$ cat config.mk
export PLATFORM = sky130hd
export DESIGN_NAME = axis_width_conv_wide_narrow
export DESIGN_NICKNAME = d
export VERILOG_FILES = /design/src/rtl/axis_width_conv_pkg.sv /design/src/rtl/axis_width_conv_wide_narrow.sv
export SDC_FILE = /design/constraint.sdc
export NUM_CORES = 1
export LEC_CHECK = 0
export ABC_AREA = 1
export CORE_UTILIZATION = 41
export CTS_BUF_LIST = sky130_fd_sc_hd__clkbuf_8 sky130_fd_sc_hd__clkbuf_16
export DETAILED_ROUTE_END_ITERATION = 8
export PLACE_DENSITY = 0.9
export SYNTH_ARGS = -nofsm -noshare
export SYNTH_HDL_FRONTEND = slang
export SYNTH_SLANG_ARGS = --single-unit
$ cat constraint.sdc
create_clock -name clk -period 1.5 [get_ports clk]
set_input_delay 0.15 -clock clk [delete_from_list [all_inputs] [get_ports clk]]
set_output_delay 0.15 -clock clk [all_outputs]
set_load 0.01 [all_outputs]
$ cat src/rtl/axis_width_conv_pkg.sv
// Helpers and constants shared by the AXI-stream width converters
// (wide-to-narrow and narrow-to-wide).
package axis_width_conv_pkg;

    localparam int BIT_COUNT_W = 16;

    // Number of narrow slices that make up one wide word.
    function automatic int widthRatio(input int wide, input int narrow);
        return (narrow > 0) ? (wide / narrow) : 0;
    endfunction

    // A converter pair is legal only for an exact integer ratio of at least two.
    function automatic bit ratioLegal(input int wide, input int narrow);
        return (narrow > 0) && (wide % narrow == 0) && (wide / narrow >= 2);
    endfunction

endpackage

$ cat src/rtl/axis_width_conv_wide_narrow.sv
// Splits each M-bit word from a first-word-fall-through source into M/N
// narrow slices, most significant slice first.
module axis_width_conv_wide_narrow
    import axis_width_conv_pkg::*;
#(
    parameter int N = 4,
    parameter int M = 8
) (
    input  logic                   clk,
    input  logic                   rst,
    output logic                   s_axis_tnext,
    input  logic [M-1:0]           s_axis_tdata,
    input  logic                   s_axis_tfirst,
    input  logic                   s_axis_tvalid,
    input  logic                   m_axis_tnext,
    output logic [N-1:0]           m_axis_tdata,
    output logic                   m_axis_tfirst,
    output logic                   m_axis_tvalid,
    output logic [BIT_COUNT_W-1:0] bit_count
);

    localparam int K  = widthRatio(M, N);
    localparam int CW = (K < 1) ? 1 : $clog2(K + 1);
    localparam logic [CW-1:0] CNT_FULL = CW'(K);
    localparam logic [CW-1:0] CNT_ONE  = CW'(1);

    generate
        if (!ratioLegal(M, N)) begin : gRatioCheck
            $fatal(1, "axis_width_conv_wide_narrow: M must be a multiple K>=2 of N");
        end
    endgenerate

    logic [M-1:0]           hold_q, hold_d;
    logic [CW-1:0]          cnt_q, cnt_d;
    logic                   first_q, first_d;
    logic [BIT_COUNT_W-1:0] bitCount_q, bitCount_d;
    logic                   popWord;
    logic                   advance;

    // A new word is taken when the register is empty, or when its last slice
    // leaves this cycle, so back-to-back words stream without a bubble.
    always_comb begin
        popWord = s_axis_tvalid && !rst &&
                  ((cnt_q == '0) || ((cnt_q == CNT_ONE) && m_axis_tnext));
        advance = m_axis_tnext && (cnt_q != '0);
    end

    always_comb begin
        hold_d  = hold_q;
        cnt_d   = cnt_q;
        first_d = first_q;
        if (popWord) begin
            hold_d  = s_axis_tdata;
            cnt_d   = CNT_FULL;
            first_d = s_axis_tfirst;
        end else if (advance) begin
            hold_d  = {hold_q[M-N-1:0], {N{1'b0}}};
            cnt_d   = cnt_q - CNT_ONE;
            first_d = 1'b0;
        end
        bitCount_d = BIT_COUNT_W'(cnt_d) * BIT_COUNT_W'(N);
    end

    // bit_count is registered from cnt_d so it always tracks cnt_q exactly.
    always_ff @(posedge clk) begin
        if (rst) begin
            hold_q     <= '0;
            cnt_q      <= '0;
            first_q    <= 1'b0;
            bitCount_q <= '0;
        end else begin
            hold_q     <= hold_d;
            cnt_q      <= cnt_d;
            first_q    <= first_d;
            bitCount_q <= bitCount_d;
        end
    end

    assign s_axis_tnext  = popWord;
    assign m_axis_tdata  = hold_q[M-1 -: N];
    assign m_axis_tfirst = first_q;
    assign m_axis_tvalid = (cnt_q != '0);
    assign bit_count     = bitCount_q;

endmodule
==> reports/results.ini <==
[timing]
fin_crit_sh = 0.919
rsz0062_at_grt = false
worst_slack_ns = 0.121
hold_viol = 0
setup_viol = 0
drv_slew = 0
whs_ns = 0.470
max_freq_ghz = 0.725
min_period_ns = 1.38
fin_skew_ns = 0.00528

[setup_path]
cp.required_ns = 1.35
cp.arrival_ns = 1.23
crit_slowest_cell = clkdlybuf4s50_1
cpPeakStageDelay_ns = 0.54
path_class = flip-flop to output pin
cp_max_fo = 3
endpoint = bit_count[2]
rrSetupSlack_ns = 0.14
crit_chain = buf_4, clkdlybuf4s50_1
startpoint_type = flip-flop
r2r_end = bit_count[2]$_SDFFE_PP0P_
r2r-start = bit_count[2]$_SDFFE_PP0P_
endpoint_kind = output pin
startpoint = bit_count[2]$_SDFFE_PP0P_
ff2ff_path_depth = 7

[placed_design]
place.gp.congestion = 0.821
placed_cell_area_um2 = 983
pre_cts_slack_ns = -0.0929
dp.final_hpwl_um = 1130
io_buffers = 21

[power]
p_leak_nw = 0.428
power_w = 0.00113
ir_drop_uv = 516
power.density_nw_per_um2 = 1090

[clocking]
postCtsHoldBufs = 0
htree_levels = 1
clkLatencyLatePin_ns = 0.24
cts_tree = done
path_clk_slew_ns = 0.05
ctsLongestPathBuffers = 2
root_buffer = clkbuf_8
numCtsBuffers = 3
cts_sinks = 11

[route]
wl_um = 1460
drt-initial-drc-count = 9
via_per_inst = 4.35
vias = 631
ant_nets = 0
wl_per_cell_um = 10.1
drc_errors = 0
drt_pass1_iterations = 4

[synthesis]
yosys_warnings = 0
synthDistinctLibCells = 21
seq_area_frac_synth = 0.275
synth_top_cell_area_share = 0.275
synth_top_cell_by_area = dfxtp_1
synth-seq-cells = 11
syn_inst = 95
ys_top_cells_by_area = dfxtp_1 28%, buf_4 17%, nand3_2 11%
synthesis.area_um2 = 801
avgSynthCellArea_um2 = 8.43

[finish]
final_cell_mix = 19 x clkdlybuf4s50_1, 18 x nand2_1, 14 x conb_1
design_area_um2 = 1030
nets = 136
antenna_cells = 0
final_util = 0.579
layout_commonest_cell = clkdlybuf4s50_1
areaGrowthSynthToFinish_pct = 28.9
drive_gt1_frac = 0.350

[floorplanning]
initial_utilization = 0.449
die-area_um2 = 2130
dieHeight_um = 46.2
rows = 15
ioPinCount = 36
fp.coreArea_um2 = 1780
dieWidth_um = 46.2

[global_route]
antenna_found_initial = 0
grt_pass1_vias = 604
grt_pass1_wl_um = 2460
grt_remaining_overflow = 0
grt.total_usage = 0.164
grt_max_degree = 15

[job]
maxCapViolations = 0

[min_path]
min_path_type = flip-flop to flip-flop

[status]
outcome = finished, final reports clean

## sequential cells by signal, indices dropped and copies added (netlist names)
name / cells
bit_count: 2
m_axis_tfirst: 1
hold_q: 8
## timing repair
item                                    4_1_cts  5_1_grt
endpoints found under the setup margin        2        1
gates cloned                                  0        0
resized for setup                             9        1
buffers inserted                              0        0
## final cells by class
class                           instances  area (um2)
Tap cell                               25        31.3
Clock inverter                          1        3.75
Timing Repair Buffer                   28         256
Sequential cell                        11         223
Fill cell                             159         751
Multi-Input combinational cell         66         425
Clock buffer                            3        41.3
Inverter                               11        51.3
## power breakdown
part / internal, W / switching [W] / leakage, nW
clock: 0.000180 / 0.000113 / 0.0269
combinational: 0.000218 / 0.000255 / 0.310
sequential: 0.000333 / 0.0000286 / 0.0906
## metal layers
layer / up-vias / share of wire / GRT usage / routed length, um
li1: 318 / - / - / -
met1: 284 / 0.40 / 0.160 / 584
met2: 27 / 0.53 / 0.296 / 772
met3: 2 / 0.062 / 0.0392 / 90
met4: 0 / 0.0075 / 0.118 / 11
met5: - / 0 / 0 / 0
## synthesized netlist by cell type
cell / number
nor2_4: 2
clkinv_4: 1
buf_4: 18
buf_2: 1
dfxtp_1: 11
buf_12: 1
inv_2: 1
nand2_8: 1
nand3_2: 9
inv_6: 1
inv_1: 8
ha_1: 2
a21oi_2: 9
nand2_1: 19
o21ai_0: 2
o21bai_1: 1
nand3_1: 4
conb_1: 1
nor2_1: 1
nand2_4: 1
nor3_1: 1
## worst min path at each step
stage	end	depth (start not counted)	slack, ns	start
floorplan	hold_q[0]$_SDFFE_PP0P_	2	0.31	s_axis_tdata[0]
global placement	hold_q[0]$_SDFFE_PP0P_	2	0.46	hold_q[0]$_SDFFE_PP0P_
detailed placement	hold_q[1]$_SDFFE_PP0P_	2	0.47	hold_q[1]$_SDFFE_PP0P_
CTS	hold_q[1]$_SDFFE_PP0P_	2	0.47	hold_q[1]$_SDFFE_PP0P_
global route	hold_q[0]$_SDFFE_PP0P_	2	0.49	hold_q[0]$_SDFFE_PP0P_
finish	m_axis_tfirst$_SDFFE_PP0P_	2	0.47	m_axis_tfirst$_SDFFE_PP0P_
## kinds of logic (layout without fill, tap and decap cells)
kind of cell | after synthesis | in the layout | synth area share
other | 1 | 14 | 0.00468
buffers and inverters | 31 | 43 | 0.264
AOI/OAI and AO/OA | 12 | 12 | 0.120
and+or+nand+nor | 38 | 38 | 0.305
adders and majority gates | 2 | 2 | 0.0312
DFF | 11 | 11 | 0.275
## stage by stage
step | setup TNS [ns] | std cells
finish | 0 | 145
global route | 0 | 145
CTS | 0 | 145
detailed placement | -0.0929 | 141
global placement | -0.0740 | 141
floorplan | 0 | 108
## worst max-delay path, delay by kind of cell (launching register included)
kind / cells / cell delay [ns]
buffers and inverters: 2 / 0.65
flip-flops: 1 / 0.34
Power figures use the tool's default switching activity.
